<file path="config.mk">
export PLATFORM = sky130hd
export DESIGN_NAME = barrett_2861_arbiter
export DESIGN_NICKNAME = d
export VERILOG_FILES = /design/src/rtl/barrett_2861_arbiter.sv
export SDC_FILE = /design/constraint.sdc
export NUM_CORES = 1
export LEC_CHECK = 0
export ABC_AREA = 1
export BUFFER_PORTS_ARGS = -buffer_cell sky130_fd_sc_hd__buf_2
export CAP_MARGIN = 0
export CORE_MARGIN = 1
export CORE_UTILIZATION = 25
export DETAILED_ROUTE_END_ITERATION = 10
export GPL_ROUTABILITY_DRIVEN = 0
export SKIP_CTS_REPAIR_TIMING = 1
export SYNTH_ARGS = -nofsm -noshare
export SYNTH_HDL_FRONTEND = slang
export SYNTH_SLANG_ARGS = --single-unit
</file>
<file path="constraint.sdc">
create_clock -name clk -period 6.2 [get_ports clk]
set_input_delay 0.31 -clock clk [delete_from_list [all_inputs] [get_ports clk]]
set_output_delay 0.31 -clock clk [all_outputs]
set_load 0.01 [all_outputs]
</file>
<file path="src/rtl/barrett_2861_arbiter.sv">
// Round-robin front end feeding a 3-stage modulo-2861 Barrett reduction pipeline.
// Each residue leaves tagged with the index of the requester that issued its operand.
module barrett_2861_arbiter #(
  parameter int unsigned NUM_REQ = 4,
  parameter int unsigned ID_W    = 2
) (
  input  logic                  clk,
  input  logic                  rst,
  input  logic [NUM_REQ-1:0]    req_valid,
  input  logic [NUM_REQ*23-1:0] req_data,
  output logic [NUM_REQ-1:0]    req_ready,
  output logic                  out_valid,
  output logic [11:0]           out_data,
  output logic [ID_W-1:0]       out_id,
  input  logic                  out_ready,
  output logic                  busy
);

  localparam logic [23:0] Modulus = 24'd2861;
  localparam logic [23:0] Mu      = 24'd5864;  // floor(2^24 / 2861)

  logic            adv;
  logic            found;
  logic            take;
  logic [ID_W-1:0] winner;
  logic [ID_W-1:0] ptr_q, ptr_d;
  logic [22:0]     a_in;
  int unsigned     idx;

  logic            s1_valid_q;
  logic [22:0]     s1_a_q;
  logic [ID_W-1:0] s1_id_q;

  logic            s2_valid_q;
  logic [22:0]     s2_a_q;
  logic [11:0]     s2_t_q;
  logic [ID_W-1:0] s2_id_q;

  logic            out_valid_q;
  logic [11:0]     out_data_q;
  logic [ID_W-1:0] out_id_q;

  logic [23:0]     qh;
  logic [11:0]     t;
  logic [23:0]     m;
  logic [23:0]     r0, r1, r2;

  assign adv = !out_valid_q || out_ready;

  // Search from the pointer upwards; the first valid requester wins.
  always_comb begin
    found     = 1'b0;
    winner    = '0;
    idx       = 0;
    req_ready = '0;
    a_in      = '0;
    for (int unsigned k = 0; k < NUM_REQ; k++) begin
      idx = (32'(ptr_q) + k) % NUM_REQ;
      if (!found && req_valid[idx]) begin
        found  = 1'b1;
        winner = ID_W'(idx);
      end
    end
    for (int unsigned i = 0; i < NUM_REQ; i++) begin
      if (ID_W'(i) == winner) begin
        a_in = req_data[23*i +: 23];
      end
    end
    take = found && adv && !rst;
    if (take) begin
      req_ready[winner] = 1'b1;
    end
    ptr_d = (winner == ID_W'(NUM_REQ - 1)) ? '0 : winner + 1'b1;
  end

  // Quotient estimate from the top 11 bits, then subtract and correct twice.
  always_comb begin
    qh = 24'(s1_a_q[22:12]) * Mu;
    t  = 12'(qh >> 12);
    m  = 24'(s2_t_q) * Modulus;
    r0 = {1'b0, s2_a_q} - m;
    r1 = (r0 >= Modulus) ? r0 - Modulus : r0;
    r2 = (r1 >= Modulus) ? r1 - Modulus : r1;
  end

  always_ff @(posedge clk) begin
    if (rst) begin
      ptr_q       <= '0;
      s1_valid_q  <= 1'b0;
      s2_valid_q  <= 1'b0;
      out_valid_q <= 1'b0;
      out_data_q  <= '0;
      out_id_q    <= '0;
    end else begin
      if (take) begin
        ptr_q <= ptr_d;
      end
      if (adv) begin
        s1_valid_q  <= take;
        s2_valid_q  <= s1_valid_q;
        out_valid_q <= s2_valid_q;
        if (s2_valid_q) begin
          out_data_q <= 12'(r2);
          out_id_q   <= s2_id_q;
        end
      end
    end
  end

  // Datapath registers need no reset; their valids gate them.
  always_ff @(posedge clk) begin
    if (adv) begin
      if (take) begin
        s1_a_q  <= a_in;
        s1_id_q <= winner;
      end
      if (s1_valid_q) begin
        s2_a_q  <= s1_a_q;
        s2_t_q  <= t;
        s2_id_q <= s1_id_q;
      end
    end
  end

  assign out_valid = out_valid_q;
  assign out_data  = out_data_q;
  assign out_id    = out_id_q;
  assign busy      = s1_valid_q || s2_valid_q || out_valid_q;

endmodule

</file>
==> out/metrics.csv <==
metric,value,unit
Avg Vias per Cell,4.43,
largest net degree at the start of global routing,49,
net total in the final layout,2150,
number of synthesis warnings,0,
portion of the post-synthesis area used by sequential elements,19.1,%
max-capacitance violation count,0,
vias after detailed routing,10608,
cell chosen for the clock root,sky130_fd_sc_hd__clkbuf_16,
"basic-gate share of the synthesized area counting and, or, nand and nor cells",23.7,%
length of routed met3 wiring,1210,µm
Post-DP Area,13600,µm²
number of levels in the clock H-tree,3,
worst rel slew slack,33.1,%
fill cell instance count of the final layout,4717,
global-route wire length before repair,49200,µm
clock tree from TritonCTS,yes,
area of the core,45800,µm²
initial antenna violation count,0,
classification of the worst setup path,reg2reg,
clock insertion delay at the later pin of the skew report,0.36,ns
amount of wire on met2 after detailed routing,14700,µm
total negative slack for setup checks,0,ns
Reg2Reg Launch Point,s2_t_q[5],
required time of the critical path,6.46,ns
clock sinks,81,
count of antenna diodes in the layout,0,
CTS buffer count,9,
number of placed instances with taps included,2337,
synthesized area divided by synthesized cell count,7.55,µm²
effective utilization at floorplan,25.6,%
Startpoint Class,flip-flop,
number of cell rows,78,
number of hold violations in the final report,0,
Final Routed Wirelength,30100,µm
Compound-Gate Fraction of Synth Area,6.83,%
Post-Synth XOR/XNOR Area,2.82,%
multiplexer share of the synthesized area,0,%
"most common cell after layout, fill and taps aside",sky130_fd_sc_hd__inv_1,
"commonest cells after routing, fill and taps aside","sky130_fd_sc_hd__inv_1, sky130_fd_sc_hd__nand2_1, sky130_fd_sc_hd__ha_1",
crit path max fanout,6,
final critical path time including I/O delays and setup,6.11,ns
unrepaired setup endpoints after global routing,yes,
post-synthesis instance area,11700,µm²
Clock Tree Buf Depth,2,
worst-margin pin slew,1.00,ns
DRC Markers,0,
1st-pass router iterations,5,
Final Util,33.1,%
Synth-to-Final Area Change,29.2,%
final max-slew violation count,0,
combinational family with the most area after synthesis,adder cells,
mean routed wirelength per cell,12.6,µm
Horiz. Die Dim,218,µm
top sig layer,met4,
count of mapped cells out of synthesis,1551,
vias in the first global route,10413,
Worst R2R Setup Slack,0.09,ns
Die Y,218,µm
category of the worst setup path capture point,flip-flop,
global-route congestion overflow total,0,
multi-input logic area,8850,µm²
area share of fa/ha/maj cells after synthesis,34.4,%
Achievable Freq,164,MHz
worst hold path class,in2reg,
total track usage,12.6,%
clk_skew,0.00950,ns
detailed router's first-iteration violation count,487,
arrival time of data at the critical path endpoint,6.37,ns
number of ports placed on the die boundary,119,
DP Wirelength,25000,µm
detailed-routing wirelength on met1,13600,µm
start point of the worst min-delay path,rst,
area of the die,47700,µm²
"FF+latch count, synth",81,
clock slew seen by the registers of the worst setup and hold paths,0.06,ns
setup-violating endpoint count in the final report,0,
Finished Layout Cells,2393,
antenna-violating nets left,0,
post-route cell area,15100,µm²
slowest CP cell,sky130_fd_sc_hd__fa_1,
"slowest stage delay, CP",0.59,ns
post-synth cell types,36,
Port Buffers,118,
post-synthesis net count,1912,
critical path startpoint,s2_t_q[5],
ratio of cells with drive above 1 in the final layout,27.4,%
fin crit share,98.5,%
Seq. cell area,2240,µm²
run status,"complete, no violations",
[sequential cells by signal (all words and copies together) (netlist names)]
register	flops
out_data	12
out_id	2
out_valid	1
ptr_q	2
s1_a_q	23
s1_id_q	2
s1_valid_q	1
s2_a_q	23
s2_id_q	2
s2_t_q	12
s2_valid_q	1
[worst max-delay path, delay by kind of cell, from the launching register on]
| family | cells | cell delay [ns] |
|---|---|---|
| buffers and inverters | 7 | 0.59 |
| and+or+nand+nor | 21 | 1.99 |
| xor gates and xnor gates | 1 | 0.19 |
| DFF | 1 | 0.47 |
| adders and majority gates | 7 | 2.73 |
[logic make-up (layout without fill, tap and decap cells)]
group	after synthesis	after routing
simple gates	646	651
flops	81	81
compound gates	127	127
buf+inv	399	636
fa+ha+maj	262	262
xor+xnor	36	36
[cells in the mapped netlist]
master / instances / share of area (%)
sky130_fd_sc_hd__o21bai_1: 1 / 0.064
sky130_fd_sc_hd__nor2_2: 11 / 0.59
sky130_fd_sc_hd__inv_1: 365 / 12
sky130_fd_sc_hd__buf_6: 4 / 0.38
sky130_fd_sc_hd__nor3_1: 6 / 0.26
sky130_fd_sc_hd__o31ai_1: 24 / 1.5
sky130_fd_sc_hd__ha_1: 162 / 17
sky130_fd_sc_hd__nand3_2: 6 / 0.51
sky130_fd_sc_hd__nand3_1: 82 / 3.5
sky130_fd_sc_hd__clkinv_1: 1 / 0.032
sky130_fd_sc_hd__nor3b_1: 1 / 0.064
sky130_fd_sc_hd__nor2_1: 119 / 3.8
sky130_fd_sc_hd__nand2_4: 2 / 0.19
sky130_fd_sc_hd__buf_4: 1 / 0.064
sky130_fd_sc_hd__fa_1: 100 / 17
sky130_fd_sc_hd__nor2_4: 5 / 0.48
sky130_fd_sc_hd__nand3b_1: 4 / 0.26
sky130_fd_sc_hd__xor2_1: 22 / 1.6
sky130_fd_sc_hd__o21ai_2: 1 / 0.075
sky130_fd_sc_hd__o21a_1: 2 / 0.13
sky130_fd_sc_hd__edfxtp_1: 62 / 16
sky130_fd_sc_hd__a21boi_0: 1 / 0.064
sky130_fd_sc_hd__xnor2_2: 1 / 0.14
sky130_fd_sc_hd__inv_2: 9 / 0.29
sky130_fd_sc_hd__o211ai_1: 1 / 0.064
sky130_fd_sc_hd__o21ai_0: 25 / 1.1
sky130_fd_sc_hd__clkbuf_1: 19 / 0.61
sky130_fd_sc_hd__xor2_2: 1 / 0.14
sky130_fd_sc_hd__dfxtp_1: 19 / 3.2
sky130_fd_sc_hd__xnor2_1: 12 / 0.90
sky130_fd_sc_hd__nand4_1: 20 / 1.1
sky130_fd_sc_hd__nand2_1: 366 / 12
sky130_fd_sc_hd__o22ai_1: 1 / 0.053
sky130_fd_sc_hd__nand2_2: 24 / 1.3
sky130_fd_sc_hd__a221oi_1: 23 / 1.7
sky130_fd_sc_hd__a21oi_1: 48 / 2.1
[per-stage QoR]
| stage | setup slack [ns] | hold WS (ns) |
|---|---|---|
| final | 0.0909 | 0.229 |
| after detailed placement | -0.202 | 0.405 |
| after floorplan | 0.244 | 0.400 |
| after global placement | -0.136 | 0.401 |
| after global routing | -0.187 | 0.223 |
| after CTS | -0.228 | 0.212 |
[per-layer routing]
layer	up-vias	track usage, %
met3	48	1.74
met5	-	0
li1	5318	-
met4	0	3.47
met1	4953	16.1
met2	289	22.0
[cell type report]
cell class                      count  area share, %
Timing Repair Buffer              246           10.6
Sequential cell                    81           14.8
Clock inverter                      6          0.322
Tap cell                          600           4.96
Multi-Input combinational cell   1076           58.5
Inverter                          375           9.32
Clock buffer                        9           1.49
[final timing paths]
| path | endpoint | depth (start not counted) |
|---|---|---|
| max | out_data[3] | 36 |
| min | out_data[1] | 2 |
| max reg2reg | out_data[3] | 36 |
| min reg2reg | s2_id_q[0] | 0 |
Power is left out: the tool's default activity adds up to more than one toggle a clock period on the data nets, which glitch-free logic cannot reach.
